<file path="config.mk">
export PLATFORM = sky130hd
export DESIGN_NAME = tff_toggle_arbiter
export DESIGN_NICKNAME = d
export VERILOG_FILES = /design/src/rtl/tff_toggle_arbiter.sv
export SDC_FILE = /design/constraint.sdc
export NUM_CORES = 1
export LEC_CHECK = 0
export ABC_AREA = 1
export CELL_PAD_IN_SITES_DETAIL_PLACEMENT = 0
export CELL_PAD_IN_SITES_GLOBAL_PLACEMENT = 2
export CORE_UTILIZATION = 26
export CTS_CLUSTER_SIZE = 8
export DETAILED_ROUTE_END_ITERATION = 10
export PLACE_DENSITY = 0.86
export SKIP_LAST_GASP = 1
export SYNTH_ARGS = -nofsm -noshare
export SYNTH_HDL_FRONTEND = slang
export SYNTH_SLANG_ARGS = --single-unit
</file>
<file path="constraint.sdc">
create_clock -name clk -period 5.7 [get_ports clk]
set_input_delay 1.14 -clock clk [delete_from_list [all_inputs] [get_ports clk]]
set_output_delay 1.14 -clock clk [all_outputs]
set_load 0.005 [all_outputs]
</file>
<file path="src/rtl/tff_toggle_arbiter.sv">
// Round-robin arbiter sharing one T flip-flop bank between several requesters:
// grant, drive the toggle mask for one cycle, then return the sampled bank state.
module tff_toggle_arbiter #(
    parameter int NREQ = 4,
    parameter int WIDTH = 8,
    localparam int IDW = $clog2(NREQ)
) (
    input  logic                    clk,
    input  logic                    rst,
    input  logic [NREQ-1:0]         req_valid,
    input  logic [NREQ*WIDTH-1:0]   req_mask,
    output logic [NREQ-1:0]         req_ready,
    output logic [WIDTH-1:0]        t_out,
    input  logic [WIDTH-1:0]        q_in,
    output logic                    rsp_valid,
    output logic [IDW-1:0]          rsp_id,
    output logic [WIDTH-1:0]        rsp_q,
    output logic                    busy
);

    typedef enum logic [1:0] {
        IDLE,
        TOGGLE,
        SAMPLE
    } state_t;

    state_t           state;
    state_t           state_next;
    logic [IDW-1:0]   ptr;
    logic [IDW-1:0]   id;
    logic [IDW-1:0]   winner;
    logic [IDW-1:0]   idx;
    logic [IDW:0]     idx_wide;
    logic             has_winner;
    logic [WIDTH-1:0] win_mask;
    logic [WIDTH-1:0] mask_arr [NREQ];

    always_comb begin
        for (int i = 0; i < NREQ; i++) begin
            mask_arr[i] = req_mask[i*WIDTH +: WIDTH];
        end
    end

    // Scan from ptr upward with wrap-around; the first valid requester wins.
    always_comb begin
        has_winner = 1'b0;
        winner     = '0;
        win_mask   = '0;
        idx_wide   = '0;
        idx        = '0;
        for (int k = 0; k < NREQ; k++) begin
            idx_wide = {1'b0, ptr} + (IDW+1)'(k);
            if (idx_wide >= (IDW+1)'(NREQ)) begin
                idx_wide = idx_wide - (IDW+1)'(NREQ);
            end
            idx = idx_wide[IDW-1:0];
            if (!has_winner && req_valid[idx]) begin
                has_winner = 1'b1;
                winner     = idx;
                win_mask   = mask_arr[idx];
            end
        end
    end

    // Grant is only offered while idle and out of reset.
    always_comb begin
        req_ready = '0;
        if (state == IDLE && has_winner && !rst) begin
            req_ready[winner] = 1'b1;
        end
    end

    always_comb begin
        state_next = state;
        case (state)
            IDLE:    if (has_winner) state_next = TOGGLE;
            TOGGLE:  state_next = SAMPLE;
            SAMPLE:  state_next = IDLE;
            default: state_next = IDLE;
        endcase
    end

    always_ff @(posedge clk or posedge rst) begin
        if (rst) begin
            state <= IDLE;
        end else begin
            state <= state_next;
        end
    end

    always_ff @(posedge clk or posedge rst) begin
        if (rst) begin
            ptr       <= '0;
            id        <= '0;
            t_out     <= '0;
            rsp_valid <= 1'b0;
            rsp_id    <= '0;
            rsp_q     <= '0;
        end else begin
            rsp_valid <= 1'b0;
            case (state)
                IDLE: begin
                    if (has_winner) begin
                        id    <= winner;
                        t_out <= win_mask;
                        ptr   <= (winner == IDW'(NREQ-1)) ? '0 : winner + 1'b1;
                    end
                end
                TOGGLE: begin
                    t_out <= '0;
                end
                SAMPLE: begin
                    rsp_q     <= q_in;
                    rsp_id    <= id;
                    rsp_valid <= 1'b1;
                end
                default: begin
                    t_out <= '0;
                end
            endcase
        end
    end

    assign busy = (state != IDLE);

endmodule
</file>
==> flow_metrics.py <==
metrics = {
    "run_status": {
        "status": "finished clean",
    },
    "global_routing": {
        "grt_antenna_before_repair": 0,
        "use_met2": 0.277,
        "grtUsageMet3": 0.0157,
        "grt_usage": 0.152,
        "grt_pass1_wl_um": 12100,
        "grtUsageMet1": 0.193,
        "grt.busiest_layer": "met2",
        "grt-ovfl-total": 0,
        "grt_max_degree": 50,
        "grt_pass1_vias": 2624,
    },
    "sta": {
        "relSlewSlack": 0.519,
        "fin_crit_ns": 4.96,
        "finalHoldViolCount": 0,
        "setup_viol": 0,
        "rsz0062_at_grt": "no",
        "slew_viol_final": 0,
        "min_period_over_period": 0.870,
        "tns_ns": 0,
        "skew_ns": 0.00367,
        "fmax_mhz": 202,
        "max_slew.worst_pin.slew_ns": 0.719,
        "timing.hold.ws_ns": 0.455,
    },
    "logic_synthesis": {
        "synth-main-ff-cell": "dfrtp_1",
        "synth_top_area_cell": "nand2_1",
        "syn_area_per_cell_um2": 5.70,
        "ys.warnings.count": 0,
        "synth_top_area_share": 0.318,
        "synthCells": 422,
        "ys_seq_elements": 25,
        "netlist_area_mm2": 0.00241,
        "async_reset_ff_frac": 1.00,
        "syn-num-nets": 472,
        "ys_seq_area_frac": 0.260,
        "synth_commonest_cells": "nand2_1, nand3_1, inv_1, o21ai_0, dfrtp_1",
        "synth_edf_count": 0,
        "synth_cell_types": 24,
        "synth_most_common_cell": "nand2_1",
        "synth_area_leaders": "nand2_1, dfrtp_1, nand3_1",
    },
    "setup_path": {
        "crit_type": "in2out",
        "cp-start-kind": "primary input",
        "crit_family": "simple AND/OR/NAND/NOR gates",
        "path_cells": "clkdlybuf4s50_1 > inv_1 > nand2_1 > nand3_1 > nand2_4 > nor2_4 > nand3_2 > nand2_1 > nand2_2 > inv_1 > ha_1 > inv_1 > nor2_1 > clkdlybuf4s50_1",
        "cp_max_fo": 17,
        "critPathRequiredTime_ns": 4.56,
        "slowest_delay_ns": 0.50,
        "crit_arrival_ns": 3.82,
        "path_buf_inv": 5,
        "slowest_stage": "clkdlybuf4s50_1",
        "cp_common_cell": "inv_1",
        "cp-end-kind": "primary output",
    },
    "routing": {
        "drt_iter0_drc": 100,
        "drt_pass1_iterations": 6,
        "vias_per_cell": 4.57,
        "vias": 2683,
        "routed_wl_um": 6960,
        "routedWlPerCell_um": 11.9,
        "drc": 0,
        "drtAntennaViolNets": 0,
    },
    "pwr": {
        "swShare": 0.543,
        "total_leakage_power_nw": 1.64,
        "p_switching_mw": 0.972,
        "p_int_mw": 0.817,
        "total_power_mw": 1.79,
        "combPwrFrac": 0.773,
        "power_frac_clock": 0.058,
        "power_density_mw_per_mm2": 561,
        "power_frac_seq": 0.168,
        "vdd_drop_max_mv": 0.154,
    },
    "final_layout": {
        "finish.cell_count_without_fillers": 587,
        "final_nets": 530,
        "area_delta_synth_final_pct": 32.6,
        "antenna_cells": 0,
        "drive_above_1_share": 0.0710,
    },
    "cts": {
        "cts_tree": "yes",
        "cts.htree.levels": 1,
        "cts_resized": 0,
        "ctsRootBufferMaster": "clkbuf_8",
        "ctsHoldBuffers": 0,
        "numCtsBuffers": 3,
        "cts_sinks": 25,
        "post_cts_buffers": 0,
        "clk_latency_ns": 0.27,
        "cts.path.max_buffers": 2,
        "cts.clk_slew.worst_paths_ns": 0.09,
    },
    "run": {
        "maxCapViolations": 0,
    },
    "die": {
        "core_mm2": 0.00885,
        "rows": 34,
        "initial_core_util": 0.272,
        "die_x_um": 98.2,
        "die_height_um": 98.2,
        "dieArea_mm2": 0.00964,
        "io_pins": 70,
    },
    "placement": {
        "place_hpwl_um": 5520,
        "globalplace.congestion": 0.824,
        "portBuffers": 69,
        "dpl.cell_count": 583,
    },
    "worst_hold_path": {
        "hold_path_class": "reg2reg",
    },
}
==> power by group through the flow <==
| stage | logic [mW] | clock network, mW | registers (mW) |
|---|---|---|---|
| 3_5_place_dp | 1.40 | 0 | 0.304 |
| 4_1_cts | 1.41 | 0.109 | 0.302 |
| 5_1_grt | 1.60 | 0.117 | 0.312 |
| 2_1_floorplan | 1.01 | 0 | 0.308 |
| 3_3_place_gp | 1.40 | 0 | 0.303 |
| 6_report | 1.38 | 0.105 | 0.301 |
==> placed cells by master (no fill, tap or decap), types with 2 or more instances in the layout <==
| master | instances |
|---|---|
| o21ai_2 | 2 |
| nor2_1 | 22 |
| clkdlybuf4s50_1 | 69 |
| nand2_1 | 204 |
| dfrtp_1 | 25 |
| ha_1 | 4 |
| nand3_2 | 3 |
| buf_4 | 6 |
| o21ai_0 | 26 |
| nand2_2 | 11 |
| nor2_2 | 2 |
| and2_1 | 5 |
| inv_2 | 5 |
| o21ai_1 | 3 |
| nand3_1 | 54 |
| clkbuf_8 | 3 |
| inv_1 | 27 |
| and2_0 | 3 |
==> cell type report <==
class                   count  area, µm²
well taps                 108        135
multi-input cells         343       1530
clock buffers               4       45.0
fillers                   985       5660
repair buffers             75        736
inverters                  32        120
flip-flops and latches     25        626
==> routing by layer <==
metal / vias to the layer above / wire length (µm)
li1: 1425 / -
met5: - / 0
met4: 0 / 99
met1: 1200 / 3270
met2: 47 / 3410
met3: 11 / 188
==> cells by family (layout without fill, tap and decap cells) <==
group | after synthesis | after routing | share of synthesized area
compound gates | 33 | 33 | 0.0728
fa+ha+maj | 4 | 4 | 0.0208
buf+inv | 54 | 111 | 0.105
flops | 25 | 25 | 0.260
simple gates | 306 | 306 | 0.541
==> sequential cells by signal, summed over array words and instances (netlist names) <==
register / cells
rsp_id: 2
rsp_q: 8
state: 2
t_out: 8
ptr: 2
id: 2
rsp_valid: 1
==> worst reg2reg max path, stage by stage (launching register included) <==
cell and delay, ns:
dfrtp_1 0.41, buf_4 0.28, nand2_1 0.16, nand2_2 0.28, nand2_1 0.21, nand2_2 0.18
nor2_4 0.31, nand3_2 0.36, nand2_1 0.17, nand2_2 0.10, inv_1 0.10, ha_1 0.24
nand2_1 0.06, o21ai_0 0.07
==> through the flow <==
step | utilization | setup WS [ns] | cell area (µm²)
4_1_cts | 0.360 | 0.732 | 3190
6_report | 0.360 | 0.739 | 3190
5_1_grt | 0.360 | 0.425 | 3190
3_3_place_gp | 0.355 | 0.856 | 3140
3_5_place_dp | 0.355 | 0.740 | 3140
2_1_floorplan | - | 2.26 | 2410
==> path summary, 6_finish.rpt <==
path | start | to | slack, ns | cells after the start
worst min-delay path | state[1]$_DFFE_PP0P_ | state[1]$_DFFE_PP0P_ | 0.45 | 1
worst max register to register | ptr[0]$_DFFE_PP0P_ | ptr[1]$_DFFE_PP0P_ | 2.66 | 13
min in group asynchronous | rst | rsp_q[7]$_DFFE_PP0P_ | 1.21 | 3
worst max-delay path | req_valid[3] | req_ready[1] | 0.74 | 14
max in group asynchronous | rst | rsp_q[2]$_DFFE_PP0P_ | 4.23 | 3
worst min register to register | state[1]$_DFFE_PP0P_ | state[1]$_DFFE_PP0P_ | 0.45 | 1
No activity file was read; power rests on OpenSTA's default activity.
